**src/rtl/ysyx_23060240_rd_arbiter_pkg.sv**
```systemverilog
// rtl/ysyx_23060240_rd_arbiter_pkg.sv - shared encodings for the IFU/LSU read arbiter
package ysyx_23060240_rd_arbiter_pkg;

  // FSM state encodings
  localparam logic [1:0] ST_IDLE = 2'd0;
  localparam logic [1:0] ST_ADDR = 2'd1;
  localparam logic [1:0] ST_DATA = 2'd2;

  typedef enum logic [1:0] {
    S_IDLE = ST_IDLE,
    S_ADDR = ST_ADDR,
    S_DATA = ST_DATA
  } state_e;

  // Which requester owns the transaction in flight
  localparam logic OWN_IFU = 1'b0;
  localparam logic OWN_LSU = 1'b1;

  // AXI read responses; forwarded untouched, OKAY doubles as the idle value
  localparam logic [1:0] RESP_OKAY   = 2'b00;
  localparam logic [1:0] RESP_SLVERR = 2'b10;
  localparam logic [1:0] RESP_DECERR = 2'b11;

  // Bits needed to hold a streak count of 0..max_streak
  function automatic int streak_width(input int max_streak);
    return (max_streak < 1) ? 1 : $clog2(max_streak + 1);
  endfunction

endpackage

```
**src/rtl/ysyx_23060240_arb_pick.sv**
```systemverilog
// rtl/ysyx_23060240_arb_pick.sv - LSU-priority winner select with IFU anti-starvation streak
module ysyx_23060240_arb_pick
  import ysyx_23060240_rd_arbiter_pkg::*;
#(
  parameter int MAX_LSU_STREAK = 4,
  parameter int STREAK_W       = streak_width(MAX_LSU_STREAK)
) (
  input  logic clk_i,
  input  logic rst_i,
  input  logic ifu_arvalid_i,
  input  logic lsu_arvalid_i,
  input  logic accept_i,
  output logic grant_ifu_o,
  output logic grant_lsu_o
);

  localparam logic [STREAK_W-1:0] STREAK_MAX = STREAK_W'(MAX_LSU_STREAK);

  logic [STREAK_W-1:0] streak_q;
  logic [STREAK_W-1:0] streak_d;
  logic                ifu_forced;

  // Once the LSU has won MAX_LSU_STREAK contested rounds, the IFU gets the next one
  assign ifu_forced  = ifu_arvalid_i && lsu_arvalid_i && (streak_q == STREAK_MAX);
  assign grant_lsu_o = lsu_arvalid_i && !ifu_forced;
  assign grant_ifu_o = ifu_arvalid_i && !grant_lsu_o;

  // Streak only moves on an accepted address; uncontested LSU wins clear it
  always_comb begin
    streak_d = streak_q;
    if (accept_i) begin
      if (grant_lsu_o && ifu_arvalid_i) begin
        streak_d = (streak_q == STREAK_MAX) ? streak_q : streak_q + 1'b1;
      end else begin
        streak_d = '0;
      end
    end
  end

  // Streak register
  always_ff @(posedge clk_i or posedge rst_i) begin
    if (rst_i) begin
      streak_q <= '0;
    end else begin
      streak_q <= streak_d;
    end
  end

endmodule

```
**src/rtl/ysyx_23060240_rd_arbiter.sv**
```systemverilog
// rtl/ysyx_23060240_rd_arbiter.sv - shares one single-beat AXI read port between IFU and LSU
module ysyx_23060240_rd_arbiter
  import ysyx_23060240_rd_arbiter_pkg::*;
#(
  parameter int ADDR_W         = 32,
  parameter int DATA_W         = 32,
  parameter int MAX_LSU_STREAK = 4
) (
  input  logic              clk,
  input  logic              rst,
  input  logic [ADDR_W-1:0] ifu_araddr,
  input  logic              ifu_arvalid,
  output logic              ifu_arready,
  output logic [DATA_W-1:0] ifu_rdata,
  output logic [1:0]        ifu_rresp,
  output logic              ifu_rvalid,
  input  logic              ifu_rready,
  input  logic [ADDR_W-1:0] lsu_araddr,
  input  logic              lsu_arvalid,
  output logic              lsu_arready,
  output logic [DATA_W-1:0] lsu_rdata,
  output logic [1:0]        lsu_rresp,
  output logic              lsu_rvalid,
  input  logic              lsu_rready,
  output logic [ADDR_W-1:0] m_araddr,
  output logic              m_arvalid,
  input  logic              m_arready,
  input  logic [DATA_W-1:0] m_rdata,
  input  logic [1:0]        m_rresp,
  input  logic              m_rvalid,
  output logic              m_rready
);

  state_e            state_q;
  logic              owner_q;
  logic [ADDR_W-1:0] m_araddr_q;
  logic              m_arvalid_q;

  logic grant_ifu;
  logic grant_lsu;
  logic in_idle;
  logic in_data;
  logic accept;

  // rst gates the combinational side so every ready/valid drops the instant it rises
  assign in_idle = (state_q == S_IDLE) && !rst;
  assign in_data = (state_q == S_DATA) && !rst;

  // The winner's arready is 1 in IDLE, so any winner means a handshake this cycle
  assign accept = in_idle && (grant_ifu || grant_lsu);

  ysyx_23060240_arb_pick #(
    .MAX_LSU_STREAK (MAX_LSU_STREAK)
  ) u_pick (
    .clk_i         (clk),
    .rst_i         (rst),
    .ifu_arvalid_i (ifu_arvalid),
    .lsu_arvalid_i (lsu_arvalid),
    .accept_i      (accept),
    .grant_ifu_o   (grant_ifu),
    .grant_lsu_o   (grant_lsu)
  );

  assign ifu_arready = in_idle && grant_ifu;
  assign lsu_arready = in_idle && grant_lsu;
  assign m_araddr    = m_araddr_q;
  assign m_arvalid   = m_arvalid_q;

  // Transaction FSM: latch winner address, present it downstream, wait for the r beat
  always_ff @(posedge clk or posedge rst) begin
    if (rst) begin
      state_q     <= S_IDLE;
      owner_q     <= OWN_IFU;
      m_araddr_q  <= '0;
      m_arvalid_q <= 1'b0;
    end else begin
      case (state_q)
        S_IDLE: begin
          if (accept) begin
            owner_q     <= grant_lsu ? OWN_LSU : OWN_IFU;
            m_araddr_q  <= grant_lsu ? lsu_araddr : ifu_araddr;
            m_arvalid_q <= 1'b1;
            state_q     <= S_ADDR;
          end
        end
        S_ADDR: begin
          if (m_arvalid_q && m_arready) begin
            m_arvalid_q <= 1'b0;
            state_q     <= S_DATA;
          end
        end
        S_DATA: begin
          // Always return to IDLE: a new address is never taken in the r-handshake cycle
          if (m_rvalid && m_rready) begin
            state_q <= S_IDLE;
          end
        end
        default: begin
          state_q     <= S_IDLE;
          m_arvalid_q <= 1'b0;
        end
      endcase
    end
  end

  // Route the r channel to the owner only during DATA; everything else reads as zero
  always_comb begin
    m_rready   = 1'b0;
    ifu_rvalid = 1'b0;
    ifu_rdata  = '0;
    ifu_rresp  = RESP_OKAY;
    lsu_rvalid = 1'b0;
    lsu_rdata  = '0;
    lsu_rresp  = RESP_OKAY;
    if (in_data) begin
      if (owner_q == OWN_LSU) begin
        m_rready   = lsu_rready;
        lsu_rvalid = m_rvalid;
        lsu_rdata  = m_rdata;
        lsu_rresp  = m_rresp;
      end else begin
        m_rready   = ifu_rready;
        ifu_rvalid = m_rvalid;
        ifu_rdata  = m_rdata;
        ifu_rresp  = m_rresp;
      end
    end
  end

endmodule

```
**config.mk**
```make
export PLATFORM = sky130hd
export DESIGN_NAME = ysyx_23060240_rd_arbiter
export DESIGN_NICKNAME = d
export VERILOG_FILES = /design/src/rtl/ysyx_23060240_rd_arbiter_pkg.sv /design/src/rtl/ysyx_23060240_arb_pick.sv /design/src/rtl/ysyx_23060240_rd_arbiter.sv
export SDC_FILE = /design/constraint.sdc
export NUM_CORES = 1
export LEC_CHECK = 0
export ABC_AREA = 1
export BUFFER_PORTS_ARGS = -buffer_cell sky130_fd_sc_hd__buf_2
export CORE_MARGIN = 2
export CORE_UTILIZATION = 42
export DETAILED_ROUTE_END_ITERATION = 8
export PLACE_DENSITY = 0.95
export SKIP_LAST_GASP = 1
export SLEW_MARGIN = 20
export SYNTH_ARGS = -nofsm -noshare
export SYNTH_HDL_FRONTEND = slang
export SYNTH_SLANG_ARGS = --single-unit
```
**constraint.sdc**
```tcl
create_clock -name clk -period 2.8 [get_ports clk]
set_input_delay 0.14 -clock clk [delete_from_list [all_inputs] [get_ports clk]]
set_output_delay 0.14 -clock clk [all_outputs]
set_load 0.005 [all_outputs]
```
==> summary.txt <==
worst ir drop on vdd -> 0.0004046 V
number of antenna diodes -> 0
power density over the cells -> 662.9 nW/um^2
gr ovfl total -> 0
core area -> 5921 um^2
Seq/Total Area, Yosys -> 0.3807
Inserted Clock Buffers -> 5
Hold Path Class -> in -> async
IO Count -> 212
Worst EP arrival -> 2070 ps
CTS H-tree lvls -> 2
DRC violations left -> 0
Total Negative Setup Slacks -> 0 ps
final setup vio count -> 0
flops & latches, synth -> 39
max cap viols -> 0
Mapped Nets -> 517
synthesized area -> 2564 um^2
Mean Syn Cell Area -> 6.268 um^2
clock skew -> 9.180 ps
Reg area -> 975.9 um^2
area grow syn2layout -> 43.48%
multi-input logic area -> 1274 um^2
dpl cells -> 677
share of cells above drive strength 1 -> 0.3803
static leakage -> 0.002561 uW
Cell Int Power -> 1466 uW
max frequency -> 0.4528 GHz
HPWL Detailed -> 6.476 mm
Setup Crit Path Kind -> reg -> out
crit end category -> primary output
DIE WIDTH -> 82.13 um
Final min period -> 2208 ps
CTS sink cnt -> 39
Clk pwr share -> 0.150
RD Place Congestion -> 0.7914
Psw -> 972.5 uW
outcome -> finished clean
Starting Density -> 0.4330
Die ar. -> 6745 um^2
DR vias -> 3202
Final Hold Violating Endpoints -> 0
Worst slew margin -> 0.3005
router iterations before antenna repair -> 5
drt wl/cell -> 12.03 um
vias in the first global route -> 2759
antenna violations before repair -> 0
CP max FO -> 35
RSZ-0062 raised after global routing -> no
global-route wire length before repair -> 12.12 mm
Post-CTS Hold Buffers -> 0
fill count -> 551
post-CTS resize count -> 0
gate count of the mapped netlist -> 409
post-route ant nets -> 0
Clock Tree Root -> clkbuf_8
Port-buffer cells -> 211
post-CTS setup repair buffer count -> 0
Yosys cell types -> 25
period utilization -> 0.7887
Comb pwr share -> 0.453
Clock Tree Buf Depth -> 2
Flop pwr share -> 0.397
Warnings, synthesis -> 0
Slew @ Worst Pin -> 1047 ps
Layout Nets -> 717
Total GRT Usage -> 0.2356
fin. max-slew vios -> 0
largest net degree at the start of global routing -> 41
drt total wl -> 8.241 mm
total power -> 2439 uW
DRT iter0 DRCs -> 110
fin cells -> 685
CTS tree -> built
CP startpoint kind -> flop
CP required -> 2660 ps
most frequent cells in the layout -> buf_2, nand2_1, nor2_1
worst skew pair latency -> 290 ps
worst r2r path cells -> 6
switching share of power -> 0.3988
commonest non-fill, non-tap cell in the layout -> buf_2
Vias/cell -> 4.674
Die Y -> 82.13 um
Site Rows -> 28
clk slew on worst S/H paths -> 70 ps
[registers in the layout, summed over array words and instances (netlist names)]
name and cells:
owner_q 1, u_pick.streak_q 3, m_araddr 32, m_arvalid 1
state_q 2
[cells by family (layout without fill, tap and decap cells)]
logic type	count (synthesis)	in the layout	synth area share
and+or+nand+nor	298	298	0.4744
buffers and inverters	65	266	0.1225
DFF	39	39	0.3807
AOI/OAI and AO/OA	4	4	0.009272
adders and majority gates	2	2	0.009759
xor gates and xnor gates	1	1	0.003417
[cells in the mapped netlist]
library cell | count | share of area
o21bai_1 | 1 | 0.0029
nor2_2 | 1 | 0.0024
dfrtp_1 | 39 | 0.38
nand2_4 | 1 | 0.0044
o22ai_1 | 1 | 0.0024
nor3_2 | 1 | 0.0039
nor2_8 | 1 | 0.0078
nand2_1 | 179 | 0.26
and2_1 | 1 | 0.0024
a21oi_1 | 1 | 0.0020
o21ai_0 | 1 | 0.0020
buf_2 | 12 | 0.023
inv_1 | 40 | 0.059
nor2_1 | 74 | 0.11
nand2_2 | 1 | 0.0024
nor2_4 | 1 | 0.0044
xor2_1 | 1 | 0.0034
buf_6 | 6 | 0.026
ha_1 | 2 | 0.0098
nand3_2 | 1 | 0.0039
buf_1 | 2 | 0.0029
inv_4 | 1 | 0.0024
nand3_1 | 37 | 0.072
inv_2 | 2 | 0.0029
buf_4 | 2 | 0.0059
[final cells by class]
type                    instances  share of cell area
multi-input cells             305              0.3463
clock inverters                 2            0.003401
clock buffers                   6             0.01973
inverters                      43             0.04456
well taps                      75             0.02551
flip-flops and latches         39              0.2653
repair buffers                215              0.2952
[worst paths after layout]
kind	startpoint	end	slack, ps
max	state_q[0]	lsu_rdata[4]	590
min reg2reg	m_araddr[8]	m_araddr[8]	480
max reg2reg	u_pick.streak_q[0]	owner_q	1060
min in group clk	ifu_araddr[23]	m_araddr[23]	120
max in group asynchronous	rst	m_araddr[0]	2440
min	rst	m_araddr[28]	10
[per-stage QoR]
stage	area (um^2)	utilization	setup WS (ps)	hold slack (ps)
final	3679	0.6213	591.6	13.25
after CTS	3679	0.6213	571.4	21.11
after global placement	3593	0.6069	1036	328.6
after floorplan	2564	-	1384	132.1
after detailed placement	3593	0.6069	895.6	338.2
after global routing	3679	0.6213	373.8	61.24
[power by group through the flow]
stage                     clock (uW)  combinational, uW  sequential (uW)
after floorplan                    0                621              975
after detailed placement           0               1120              967
after global routing             395               1270              996
final                            365               1110              969
after CTS                        370               1120              968
after global placement             0               1070              959
[metal layers]
| layer | wire length (um) | track usage | up-vias |
|---|---|---|---|
| li1 | - | - | 1611 |
| met5 | 0 | 0 | - |
| met2 | 4362 | 0.4724 | 152 |
| met3 | 663 | 0.06196 | 14 |
| met1 | 3068 | 0.2293 | 1425 |
| met4 | 146 | 0.07833 | 0 |
[critical path: stages (launching register included)]
cell     delay, ps
dfrtp_1        420
nor3_2         280
nand2_1        630
nor2_1         290
buf_2          150
Power figures use the tool's default switching activity.
